[src/rtl/player_pkg.sv]
// Shared keycodes, direction/state enums and key decode for the player mover.
// Latency: n/a (types and pure functions only).
// Backpressure: n/a. SPACE decode exists only when PLAYER_SPRINT_EN is defined.
package player_pkg;

    localparam logic [7:0] KEY_UP    = 8'd82;
    localparam logic [7:0] KEY_DOWN  = 8'd81;
    localparam logic [7:0] KEY_LEFT  = 8'd80;
    localparam logic [7:0] KEY_RIGHT = 8'd79;
    localparam logic [7:0] KEY_Z     = 8'd29;
    localparam logic [7:0] KEY_SPACE = 8'd44;

    typedef enum logic [1:0] {
        DIR_DOWN  = 2'd0,
        DIR_LEFT  = 2'd1,
        DIR_UP    = 2'd2,
        DIR_RIGHT = 2'd3
    } dir_e;

    typedef enum logic [1:0] {
        ST_IDLE     = 2'd0,
        ST_WALK     = 2'd1,
        ST_ATTACK   = 2'd2,
        ST_COOLDOWN = 2'd3
    } state_e;

    typedef struct packed {
        logic up;
        logic down;
        logic left;
        logic right;
        logic z;
`ifdef PLAYER_SPRINT_EN
        logic space;
`endif
    } keys_t;

    // Decode one keycode slot; callers OR the results of all slots together.
    function automatic keys_t decode_slot(input logic [7:0] code);
        keys_t k;
        k.up    = (code == KEY_UP);
        k.down  = (code == KEY_DOWN);
        k.left  = (code == KEY_LEFT);
        k.right = (code == KEY_RIGHT);
        k.z     = (code == KEY_Z);
`ifdef PLAYER_SPRINT_EN
        k.space = (code == KEY_SPACE);
`endif
        return k;
    endfunction

endpackage

[src/rtl/player_motion_ctrl_if.sv]
// Render-side pixel query bus: renderer drives the pixel, player answers hit/address.
// Latency: combinational through the player.
// Backpressure: none, the answer is valid for whatever pixel is presented.
interface player_motion_ctrl_if #(
    parameter int COORD_W = 9,
    parameter int ADDR_W  = 13
) ();
    logic [COORD_W-1:0] PixelX;
    logic [COORD_W-1:0] PixelY;
    logic               is_obj;
    logic [ADDR_W-1:0]  Obj_address;

    modport master (output PixelX, PixelY, input is_obj, Obj_address);
    modport slave  (input PixelX, PixelY, output is_obj, Obj_address);
endinterface

[src/rtl/player_anim_ctr.sv]
// Walk animation: tick divider plus walk-frame counter cycling 1..FRAMES-2.
// Latency: frame index updates on the same tick edge that reports motion.
// Backpressure: none; holds whenever tick is low.
module player_anim_ctr #(
    parameter int FRAMES = 4,
    parameter int DIV_W  = 1,
    parameter int FR_W   = 2
) (
    input  logic             Clk,
    input  logic             Reset,
    input  logic             tick,
    input  logic             clear,
    input  logic             advance,
    input  logic [DIV_W-1:0] div,
    output logic [FR_W-1:0]  frame,
    output logic             wrap
);
    localparam logic [FR_W-1:0] LAST_WALK = FR_W'(FRAMES - 2);

    logic [DIV_W-1:0] div_cnt;
    logic             div_done;

    assign div_done = ({1'b0, div_cnt} + 1'b1) >= {1'b0, div};

    // Divide ticks while moving; wrap back to the first walk frame after the last.
    always_ff @(posedge Clk) begin
        if (Reset) begin
            div_cnt <= '0;
            frame   <= '0;
            wrap    <= 1'b0;
        end else if (tick) begin
            wrap <= 1'b0;
            if (clear) begin
                div_cnt <= '0;
                frame   <= '0;
            end else if (advance) begin
                if (div_done) begin
                    div_cnt <= '0;
                    if (frame >= LAST_WALK) begin
                        frame <= FR_W'(1);
                        wrap  <= (frame != '0);
                    end else begin
                        frame <= frame + 1'b1;
                    end
                end else begin
                    div_cnt <= div_cnt + 1'b1;
                end
            end
        end
    end
endmodule

[src/rtl/player_motion_ctrl.sv]
// Player sprite mover: key decode, clamped per-tick motion, attack FSM, sprite hit/address.
// Latency: state updates one Clk after a frame_tick; pixel hit/address are combinational.
// Backpressure: Freeze holds all state; optional sprint under macro PLAYER_SPRINT_EN.
module player_motion_ctrl
    import player_pkg::*;
#(
    parameter int COORD_W   = 9,
    parameter int KEY_SLOTS = 2,
    parameter int SPR_W     = 18,
    parameter int SPR_H     = 20,
    parameter int X_CENTER  = 160,
    parameter int Y_CENTER  = 120,
    parameter int X_MIN     = 1,
    parameter int X_MAX     = 319,
    parameter int Y_MIN     = 52,
    parameter int Y_MAX     = 205,
    parameter int STEP      = 3,
    parameter int DIAG      = 0,
    parameter int FRAMES    = 4,
    parameter int ANIM_DIV  = 1,
    parameter int ATK_TICKS = 6,
    parameter int CD_TICKS  = 10,
    parameter int ADDR_W    = 13
) (
    input  logic                   Clk,
    input  logic                   Reset,
    input  logic                   frame_tick,
    input  logic                   Freeze,
    input  logic [8*KEY_SLOTS-1:0] keycode,
    player_motion_ctrl_if.slave    pix,
    output logic [COORD_W-1:0]     Obj_X_Pos,
    output logic [COORD_W-1:0]     Obj_Y_Pos,
    output logic [1:0]             Obj_Direction,
    output logic                   Attack_On,
    output logic                   Moving
);
    localparam int CW1     = COORD_W + 1;
    localparam int CNT_MAX = (ATK_TICKS > CD_TICKS) ? ATK_TICKS : CD_TICKS;
    localparam int CNT_W   = $clog2(CNT_MAX + 1);
    localparam int FR_W    = (FRAMES > 2) ? $clog2(FRAMES) : 1;
    localparam int DIV_W   = $clog2(ANIM_DIV + 1);

    localparam logic [CW1-1:0]     X_LO  = CW1'(X_MIN);
    localparam logic [CW1-1:0]     X_HI  = CW1'(X_MAX - SPR_W);
    localparam logic [CW1-1:0]     Y_LO  = CW1'(Y_MIN);
    localparam logic [CW1-1:0]     Y_HI  = CW1'(Y_MAX - SPR_H);
    localparam logic [COORD_W-1:0] X_RST = COORD_W'(X_CENTER - SPR_W / 2);
    localparam logic [COORD_W-1:0] Y_RST = COORD_W'(Y_CENTER - SPR_H / 2);

    // Step one axis at COORD_W+1 bits so a move past 0 clamps instead of wrapping.
    function automatic logic [COORD_W-1:0] move_axis(
        input logic [COORD_W-1:0] pos, input logic inc, input logic dec,
        input logic [CW1-1:0] step, input logic [CW1-1:0] lo, input logic [CW1-1:0] hi);
        logic [CW1-1:0] p, r;
        p = {1'b0, pos};
        r = p;
        if (inc)      r = (p + step > hi) ? hi : p + step;
        else if (dec) r = (p < lo + step) ? lo : p - step;
        return r[COORD_W-1:0];
    endfunction

    state_e             state_q;
    dir_e               dir_q, dir_new;
    logic [CNT_W-1:0]   cnt_q;
    keys_t              keys;
    logic               mv_key, move_ok, has_dir, moved, tick_en, to_idle;
    logic               atk_done, cd_done;
    logic               x_inc, x_dec, y_inc, y_dec;
    logic [CW1-1:0]     step;
    logic [DIV_W-1:0]   anim_div;
    logic [COORD_W-1:0] x_nxt, y_nxt, dx, dy;
    logic [FR_W-1:0]    walk_frame, frame_sel;
    logic               anim_wrap;

    // Merge all keycode slots into one pressed-key set.
    always_comb begin
        keys = '0;
        for (int i = 0; i < KEY_SLOTS; i++) keys = keys | decode_slot(keycode[8*i +: 8]);
    end

    assign mv_key   = keys.up | keys.down | keys.left | keys.right;
    assign tick_en  = frame_tick & ~Freeze;
    assign atk_done = (cnt_q == CNT_W'(ATK_TICKS - 1));
    assign cd_done  = (cnt_q == CNT_W'(CD_TICKS - 1));
    // Attack request in IDLE/WALK pre-empts motion; COOLDOWN moves and ignores Z.
    assign move_ok  = (state_q == ST_COOLDOWN) ||
                      ((state_q == ST_IDLE || state_q == ST_WALK) && !keys.z);
    assign to_idle  = (state_q == ST_WALK && !keys.z && !mv_key) ||
                      (state_q == ST_COOLDOWN && cd_done && !mv_key);

    // Resolve axis requests: single axis by priority, or independent axes with cancel.
    always_comb begin
        x_inc = 1'b0; x_dec = 1'b0; y_inc = 1'b0; y_dec = 1'b0;
        if (DIAG != 0) begin
            x_inc = keys.right & ~keys.left;
            x_dec = keys.left  & ~keys.right;
            y_inc = keys.down  & ~keys.up;
            y_dec = keys.up    & ~keys.down;
        end else if (keys.right) x_inc = 1'b1;
        else if (keys.left)      x_dec = 1'b1;
        else if (keys.down)      y_inc = 1'b1;
        else if (keys.up)        y_dec = 1'b1;
    end

    assign has_dir = x_inc | x_dec | y_inc | y_dec;
    assign dir_new = x_inc ? DIR_RIGHT : x_dec ? DIR_LEFT : y_inc ? DIR_DOWN : DIR_UP;

    // Effective step and animation divider, doubled/halved while sprinting.
`ifdef PLAYER_SPRINT_EN
    localparam int SPRINT_DIV = (ANIM_DIV / 2 > 1) ? ANIM_DIV / 2 : 1;
    logic sprint;
    assign sprint   = keys.space && (state_q == ST_WALK || state_q == ST_COOLDOWN);
    assign step     = sprint ? CW1'(2 * STEP) : CW1'(STEP);
    assign anim_div = sprint ? DIV_W'(SPRINT_DIV) : DIV_W'(ANIM_DIV);
`else
    assign step     = CW1'(STEP);
    assign anim_div = DIV_W'(ANIM_DIV);
`endif

    assign x_nxt = move_axis(Obj_X_Pos, x_inc & move_ok, x_dec & move_ok, step, X_LO, X_HI);
    assign y_nxt = move_axis(Obj_Y_Pos, y_inc & move_ok, y_dec & move_ok, step, Y_LO, Y_HI);
    assign moved = (x_nxt != Obj_X_Pos) || (y_nxt != Obj_Y_Pos);

    // FSM, attack/cooldown counter, position, facing and flags; all advance on ticks only.
    always_ff @(posedge Clk) begin
        if (Reset) begin
            state_q   <= ST_IDLE;
            cnt_q     <= '0;
            dir_q     <= DIR_DOWN;
            Obj_X_Pos <= X_RST;
            Obj_Y_Pos <= Y_RST;
            Attack_On <= 1'b0;
            Moving    <= 1'b0;
        end else if (tick_en) begin
            Obj_X_Pos <= x_nxt;
            Obj_Y_Pos <= y_nxt;
            Moving    <= moved;
            if (move_ok && has_dir) dir_q <= dir_new;
            case (state_q)
                ST_IDLE, ST_WALK: begin
                    cnt_q     <= '0;
                    Attack_On <= keys.z;
                    if (keys.z)      state_q <= ST_ATTACK;
                    else if (mv_key) state_q <= ST_WALK;
                    else             state_q <= ST_IDLE;
                end
                ST_ATTACK: begin
                    cnt_q     <= atk_done ? '0 : cnt_q + 1'b1;
                    Attack_On <= !atk_done;
                    if (atk_done) state_q <= ST_COOLDOWN;
                end
                ST_COOLDOWN: begin
                    cnt_q     <= cd_done ? '0 : cnt_q + 1'b1;
                    Attack_On <= 1'b0;
                    if (cd_done) state_q <= mv_key ? ST_WALK : ST_IDLE;
                end
                default: state_q <= ST_IDLE;
            endcase
        end
    end

    player_anim_ctr #(.FRAMES(FRAMES), .DIV_W(DIV_W), .FR_W(FR_W)) u_anim (
        .Clk     (Clk),
        .Reset   (Reset),
        .tick    (tick_en),
        .clear   (to_idle),
        .advance (moved),
        .div     (anim_div),
        .frame   (walk_frame),
        .wrap    (anim_wrap)
    );

    assign Obj_Direction = dir_q;
    assign frame_sel     = Attack_On ? FR_W'(FRAMES - 1) : (Moving ? walk_frame : '0);

    // Sprite box hit test and ROM address for the pixel being rendered.
    assign pix.is_obj = (pix.PixelX >= Obj_X_Pos) &&
                        ({1'b0, pix.PixelX} < {1'b0, Obj_X_Pos} + CW1'(SPR_W)) &&
                        (pix.PixelY >= Obj_Y_Pos) &&
                        ({1'b0, pix.PixelY} < {1'b0, Obj_Y_Pos} + CW1'(SPR_H));
    assign dx = pix.PixelX - Obj_X_Pos;
    assign dy = pix.PixelY - Obj_Y_Pos;
    assign pix.Obj_address = pix.is_obj ?
        ADDR_W'(dx) + ADDR_W'(dy) * ADDR_W'(SPR_W) +
        ADDR_W'(SPR_W * SPR_H) * (ADDR_W'(FRAMES) * ADDR_W'(dir_q) + ADDR_W'(frame_sel)) : '0;
endmodule
[src/flat_wrapper.sv]
// flat-port wrapper written by rule: the top's interface ports become plain ports
module player_motion_ctrl_flat import player_pkg::*;
#(
    parameter int COORD_W   = 9,
    parameter int KEY_SLOTS = 2,
    parameter int SPR_W     = 18,
    parameter int SPR_H     = 20,
    parameter int X_CENTER  = 160,
    parameter int Y_CENTER  = 120,
    parameter int X_MIN     = 1,
    parameter int X_MAX     = 319,
    parameter int Y_MIN     = 52,
    parameter int Y_MAX     = 205,
    parameter int STEP      = 3,
    parameter int DIAG      = 0,
    parameter int FRAMES    = 4,
    parameter int ANIM_DIV  = 1,
    parameter int ATK_TICKS = 6,
    parameter int CD_TICKS  = 10,
    parameter int ADDR_W    = 13
)
  (Clk, Reset, frame_tick, Freeze, keycode, Obj_X_Pos, Obj_Y_Pos, Obj_Direction, Attack_On, Moving, pix_PixelX, pix_PixelY, pix_is_obj, pix_Obj_address);
  player_motion_ctrl_if #(.COORD_W(COORD_W), .ADDR_W(ADDR_W)) pix_i ();
  input  logic Clk;
  input  logic Reset;
  input  logic frame_tick;
  input  logic Freeze;
  input  logic [8*KEY_SLOTS-1:0] keycode;
  output logic [COORD_W-1:0] Obj_X_Pos;
  output logic [COORD_W-1:0] Obj_Y_Pos;
  output logic [1:0] Obj_Direction;
  output logic Attack_On;
  output logic Moving;
  input wire logic [$bits(pix_i.PixelX)-1:0] pix_PixelX;
  input wire logic [$bits(pix_i.PixelY)-1:0] pix_PixelY;
  output wire logic [$bits(pix_i.is_obj)-1:0] pix_is_obj;
  output wire logic [$bits(pix_i.Obj_address)-1:0] pix_Obj_address;
  assign pix_i.PixelX = pix_PixelX;
  assign pix_i.PixelY = pix_PixelY;
  assign pix_is_obj = pix_i.is_obj;
  assign pix_Obj_address = pix_i.Obj_address;
  player_motion_ctrl #(.COORD_W(COORD_W), .KEY_SLOTS(KEY_SLOTS), .SPR_W(SPR_W), .SPR_H(SPR_H), .X_CENTER(X_CENTER), .Y_CENTER(Y_CENTER), .X_MIN(X_MIN), .X_MAX(X_MAX), .Y_MIN(Y_MIN), .Y_MAX(Y_MAX), .STEP(STEP), .DIAG(DIAG), .FRAMES(FRAMES), .ANIM_DIV(ANIM_DIV), .ATK_TICKS(ATK_TICKS), .CD_TICKS(CD_TICKS), .ADDR_W(ADDR_W)) u_core (.Clk(Clk), .Reset(Reset), .frame_tick(frame_tick), .Freeze(Freeze), .keycode(keycode), .pix(pix_i), .Obj_X_Pos(Obj_X_Pos), .Obj_Y_Pos(Obj_Y_Pos), .Obj_Direction(Obj_Direction), .Attack_On(Attack_On), .Moving(Moving));
endmodule
[config.mk]
export PLATFORM = sky130hd
export DESIGN_NAME = player_motion_ctrl_flat
export DESIGN_NICKNAME = d
export VERILOG_FILES = /design/src/rtl/player_pkg.sv /design/src/rtl/player_motion_ctrl_if.sv /design/src/rtl/player_anim_ctr.sv /design/src/rtl/player_motion_ctrl.sv /design/src/flat_wrapper.sv
export SDC_FILE = /design/constraint.sdc
export NUM_CORES = 1
export LEC_CHECK = 0
export CAP_MARGIN = 5
export CORE_AREA = 2 2 103 105
export CTS_BUF_LIST = sky130_fd_sc_hd__clkbuf_4 sky130_fd_sc_hd__clkbuf_8
export DETAILED_ROUTE_END_ITERATION = 8
export DIE_AREA = 0 0 105 107
export PLACE_DENSITY = 0.93
export SETUP_SLACK_MARGIN = 0.4
export SYNTH_ARGS = -nofsm -noshare
export SYNTH_HDL_FRONTEND = slang
export SYNTH_HIERARCHICAL = 1
export SYNTH_SLANG_ARGS = --single-unit
export TNS_END_PERCENT = 10
[constraint.sdc]
create_clock -name Clk -period 16.9 [get_ports Clk]
set_clock_uncertainty 0.1 [all_clocks]
set_input_delay 4.225 -clock Clk [delete_from_list [all_inputs] [get_ports Clk]]
set_output_delay 4.225 -clock Clk [all_outputs]
set_load 0.02 [all_outputs]
==> results of run 1 <==
[where the power goes]
part | internal, mW | leakage [nW] | switching (mW)
registers | 0.0718 | 0.243 | 0.00269
clock network | 0.0327 | 0.0472 | 0.0302
logic | 0.0874 | 2.51 | 0.102
total | 0.192 | 2.80 | 0.135
[cell type report]
type                            count  area, sq um
Sequential cell                    30          601
Clock inverter                      2         12.5
Multi-Input combinational cell    659         4880
Tap cell                          136          170
Clock buffer                        6         82.6
Fill cell                         902         3350
Timing Repair Buffer               74          738
Inverter                           69          259
[stage by stage]
step           power, mW  cells  utilization [%]  instance area [sq um]  setup slack (ps)
2_1_floorplan      0.213    789                -                   5860              4130
3_3_place_gp       0.254    968             65.9                   6650              3030
3_5_place_dp       0.262    968             65.9                   6650              2920
4_1_cts            0.325    976             66.8                   6740              2900
5_1_grt            0.355    976             66.8                   6740              2400
6_report           0.327    976             66.8                   6740              2810
[final timing paths]
path              cells after the start                endpoint
setup / recovery                     21     pix_Obj_address[12]
hold / removal                        2  u_core/u_anim/frame[1]
hold reg to reg                       2  u_core/u_anim/frame[1]
setup reg to reg                     13  u_core/u_anim/frame[0]
[sequential cells by signal, indices dropped and copies added (netlist names)]
register              count
u_core/u_anim/frame       2
u_core/state_q            2
u_core/Moving             1
u_core/Obj_X_Pos          9
u_core/Obj_Y_Pos          9
u_core/Attack_On          1
u_core/Obj_Direction      2
u_core/cnt_q              4
[metal layers]
metal / part of all wire, % / wire length [um] / GRT usage [%] / up-vias
met3: 9.1 / 1550 / 4.19 / 56
met5: 0 / 0 / 0 / -
li1: - / - / - / 3008
met2: 48 / 8120 / 52.2 / 391
met4: 2.8 / 484 / 10.4 / 0
met1: 40 / 6830 / 36.9 / 2920
[worst max-delay path: stages]
cell and delay (ps):
clkdlybuf4s50_1 510, ha_1 260, nor2b_1 130, o21ai_0 210, a21boi_0 140, o21ai_0 250
nand2b_1 110, xnor2_1 350, xor2_1 320, ha_1 290, a21o_1 160, a21oi_1 270
xnor2_1 190, fa_1 450, ha_1 340, a21boi_0 150, o21ai_0 240, a21oi_1 130
a211o_1 280, a21oi_1 150, clkdlybuf4s50_1 640
==> metrics.txt, run 1 <==
TritonRoute pass-1 iters 6; initial core utilization between 50% and 60%; commonest non-fill, non-tap cell in the layout ha_1; # rows 37; setup repair bufs after CTS 0; Final Hold Vio Count 0; Clk Latency, worst-skew pair a little under 300 ps; first-pass GRT wire length ~28,000 um; RSZ-0062 raised after global routing no; DR DRC count 0; IO Port Bufs 73; 1st-iter DRT viols a little under 800; H-tree Lvls 2; CTS Buffer Depth 2; GRT overflow 0; P&R area growth vs syn 15.0%; crit path kind in -> out; Startpoint Class input port; Clock Tree Root clkbuf_8; Cell Area, Synth 0.00586 sq mm; Final Max Tran Viols 0; Die Height 107 um; pin count of the biggest net entering global routing 37; share of cells above drive strength 1 3.33%; Tcrit/Tclk final 83.4%; total wire length roughly 17,000 um; Mapped Cells between 700 and 800; Routed wire per std cell between 15 and 20 um; launch point of the worst reg-to-reg path u_core/Obj_X_Pos[1]; relative slew slack between 20 and 30%; PostCTS Resize Cnt 0; Leak 2.80 nW; Final setup viols 0; ANT cells 0; Cell Pwr Density 48.5 mW/mm^2; # nets final roughly 980; peak supply drop just under 50 uV; required time of the critical path between 10,000 and 15,000 ps; Die Area 0.0112 sq mm; measured slew at the worst slew-check pin approximately 1100 ps; Crit. Startpoint pix_PixelY[1]; antenna violations before repair 0; clock transition at the registers of the reported paths around 70 ps; Final min period approximately 14,000 ps; Worst Path Arrival 9770 ps; DR vias/cell around 6.5; CORE AREA 0.0101 sq mm; worst-path fanout max 4; TritonCTS buffer count 5; Reg2Reg Setup Slack roughly 12,000 ps; worst hold start u_core/u_anim/frame[1]; routability cong. about 1; CTS tree done; Hold WC Path Type reg -> reg; endpoint class of the critical path primary output; Tot GR Track Use between 20% and 30%; yosys warns 6; post-detail-place hpwl approximately 13,000 um; Post-CTS Hold Fix Bufs 0; hold slack final 426 ps; Max Cap Viol 0; Post-Synthesis Net Count just over 900; status finished, final reports clean; most frequent cells in the layout ha_1 (86), clkdlybuf4s50_1 (73), nor2_1 (73), inv_1 (66), a21oi_1 (59); max frequency 0.0710 GHz; Final TNS setup 0 ps; total number of vias approximately 6,400; DIE WIDTH roughly 110 um; Num Clock Sinks 30; vias in the first global route 5,945; remaining antenna violation count after routing 0; average cell area after synthesis between 7 and 8 sq um; io pins between 70 and 80
(Power assumes the default switching activity.)
==> run 2: changes to the inputs <==
--- a/config.mk
+++ b/config.mk
@@ -6,11 +6,11 @@
 export NUM_CORES = 1
 export LEC_CHECK = 0
 export CAP_MARGIN = 5
-export CORE_AREA = 2 2 103 105
+export CORE_AREA = 2 2 109 111
 export CTS_BUF_LIST = sky130_fd_sc_hd__clkbuf_4 sky130_fd_sc_hd__clkbuf_8
 export DETAILED_ROUTE_END_ITERATION = 8
-export DIE_AREA = 0 0 105 107
-export PLACE_DENSITY = 0.93
+export DIE_AREA = 0 0 111 113
+export PLACE_DENSITY = 0.89
 export SETUP_SLACK_MARGIN = 0.4
 export SYNTH_ARGS = -nofsm -noshare
 export SYNTH_HDL_FRONTEND = slang
==> constraint.sdc (replaced) <==
create_clock -name Clk -period 12.4 [get_ports Clk]
set_clock_uncertainty 0.1 [all_clocks]
set_input_delay 3.1 -clock Clk [delete_from_list [all_inputs] [get_ports Clk]]
set_output_delay 3.1 -clock Clk [all_outputs]
set_load 0.02 [all_outputs]
==> run 2 against run 1 <==
  * Power increased by 42%
  * Clock power increased by 58%
  * Setup slack got worse by 1800 ps
  * Worst hold slack got worse by 3.0 ps
  * Largest power group unchanged
==> metrics.txt, run 2 (synthesis gave the netlist of run 1 again) <==
status finished, final reports clean (unchanged); CORE AREA 0.0113 sq mm (was 0.0101 sq mm); vias in the first global route 5,811 (was 5,945); crit-path max cell delay 620 ps (was 640 ps); Tot GR Track Use 26.2% (was 29.6%); Leak 2.85 nW (was 2.80 nW); DR vias/cell 6.41 (was 6.53); Final min period about 11,000 ps; 1st-iter DRT viols 921 (was 794); Reg power frac 21.9% (was 22.8%); DIE WIDTH 111 um (was 105 um); routability cong. 0.957 (was 1.00); H-tree Lvls 2 (unchanged); Final Max Tran Viols 0 (unchanged); total power 464 uW (was 327 uW); clock transition at the registers of the reported paths 70 ps (about the same); Startpoint Class input port (unchanged); Routed wire per std cell 17.3 um (was 17.4 um); TritonRoute pass-1 iters 8 (was 6); CP cell instances clkdlybuf4s50_1, inv_1, ha_1, inv_1, fa_1, nand2_1, nand2_1, a21oi_2, xnor2_1, ha_1, ha_1, fa_1, fa_1, ha_1, a21boi_0, o21ai_0, a21boi_0, o21ai_0, nand2_1, xnor2_1, nor2_1, clkdlybuf4s50_1 (was clkdlybuf4s50_1, ha_1, nor2b_1, o21ai_0, a21boi_0, o21ai_0, nand2b_1, xnor2_1, xor2_1, ha_1, a21o_1, a21oi_1, xnor2_1, fa_1, ha_1, a21boi_0, o21ai_0, a21oi_1, a211o_1, a21oi_1, clkdlybuf4s50_1); antenna violations before repair 0 (unchanged); endpoint class of the critical path primary output (unchanged); Worst Path Arrival 8240 ps (was 9770 ps); dpl cell area 0.00667 sq mm (was 0.00665 sq mm); measured slew at the worst slew-check pin 1060 ps (was 1070 ps); Final Hold Vio Count 0 (unchanged); remaining antenna violation count after routing 0 (unchanged); pin count of the biggest net entering global routing 37 (unchanged); required time of the critical path 9200 ps (was 12,570 ps); CP bufs+invs 4 (was 2); Hold WC Path Type reg -> reg (unchanged); peak supply drop 89.5 uV (was 48.3 uV); Crit-path slowest cell clkdlybuf4s50_1 (unchanged); Clock power frac 21.4% (was 19.2%); Most common cell on crit path ha_1; Clk Latency, worst-skew pair 290 ps (about the same); Final TNS setup 0 ps (unchanged); setup slack after layout 965 ps (was 2810 ps); IO Port Bufs 73 (unchanged); Die Area 0.0125 sq mm (was 0.0112 sq mm); worst-path fanout max 3 (was 4); ANT cells 0 (unchanged); CTS tree done (unchanged); GRT overflow 0 (unchanged); Sw Ratio 40.1% (was 41.3%); TritonCTS buffer count 5 (unchanged); NetSw 186 uW (was 135 uW); P&R area growth vs syn 16.0% (was 15.0%); # rows 39 (was 37); P_int 278 uW (was 192 uW); Tcrit/Tclk final a little over 90%; post-detail-place hpwl 13,200 um (was 13,100 um); first-pass GRT wire length 27,900 um (was 27,800 um); Largest delay share family, worst path adder cells (was compound AO/OA/AOI/OAI gates); Post-CTS Hold Fix Bufs 0 (unchanged); Top Registers u_core/Obj_X_Pos x9, u_core/Obj_Y_Pos x9, u_core/cnt_q x4 (unchanged); initial core utilization 52.0% (was 58.1%); relative slew slack 28.8% (was 28.4%); # nets final 978 (was 976); io pins 74 (unchanged); fin util 60.3% (was 66.8%); share of total power in combinational logic 56.6% (was 58.0%); Die Height 113 um (was 107 um); most frequent cells in the layout ha_1 (86), nor2_1 (73), clkdlybuf4s50_1 (72), inv_1 (66), a21oi_1 (58) (was ha_1 (86), clkdlybuf4s50_1 (73), nor2_1 (73), inv_1 (66), a21oi_1 (59)); crit path kind in -> out (unchanged); total number of vias 6,315 (was 6,375); pre-CTS setup slack 635 ps (was 2920 ps); CTS Buffer Depth 2 (unchanged); Num Clock Sinks 30 (unchanged); Cell Pwr Density 68.2 mW/mm^2 (was 48.5 mW/mm^2); total wire length 17,100 um (was 17,000 um); Clock Tree Root clkbuf_8 (unchanged); max frequency a little under 0.09 GHz; commonest non-fill, non-tap cell in the layout ha_1 (unchanged); share of cells above drive strength 1 3.92% (was 3.33%); Final setup viols 0 (unchanged); DR DRC count 0 (unchanged); RSZ-0062 raised after global routing no (unchanged); design area 0.00680 sq mm (was 0.00674 sq mm); Max Cap Viol 0 (unchanged)
-- run 2: tightest hold or removal path, cell delays in order (launching register included) --
cell	delay [ps]
dfxtp_1	340
inv_1	60
o32ai_1	80
-- run 2: layout make-up --
type                       count  area [sq um]
multi-input combinational    659          4900
fill                         985          4470
timing repair buffer          76           756
sequential                    30           601
inverter                      69           259
tap                          143           179
clock buffer                   5          68.8
clock inverter                 3          40.0
-- run 2: power groups by stage --
stage / clock network, mW / registers, mW / logic [mW]
after floorplan: 0 / 0.103 / 0.188
after global placement: 0 / 0.104 / 0.244
after detailed placement: 0 / 0.104 / 0.255
after CTS: 0.100 / 0.102 / 0.258
after global routing: 0.106 / 0.102 / 0.292
final: 0.0994 / 0.102 / 0.263
-- run 2: through the flow --
step	instances	hold WS [ps]
2_1_floorplan	789	369
3_3_place_gp	977	397
3_5_place_dp	977	399
4_1_cts	985	408
5_1_grt	985	450
6_report	985	423
-- run 2: worst paths after layout --
check / from / to / slack, ps / cells past startpoint
worst min register to register: u_core/u_anim/frame[1] / u_core/u_anim/frame[1] / 420 / 2
worst min-delay path: u_core/u_anim/frame[1] / u_core/u_anim/frame[1] / 420 / 2
worst max register to register: u_core/Obj_X_Pos[1] / u_core/u_anim/frame[0] / 7760 / 13
worst max-delay path: pix_PixelY[0] / pix_Obj_address[10] / 960 / 22
-- run 2: timing repair --
item	in CTS	in global routing
endpoints found under the setup margin	0	3
resized for setup	0	5
setup buffers	0	0
hold endpoints to repair	0	0
-- run 2: per-layer routing --
layer	vias to the layer above	wire length (um)	track usage (%)	part of all wire, %
li1	3014	-	-	-
met5	-	0	0	0
met4	0	455	7.08	2.7
met3	64	1290	3.00	7.6
met1	2882	7250	34.4	42
met2	355	8070	45.9	47
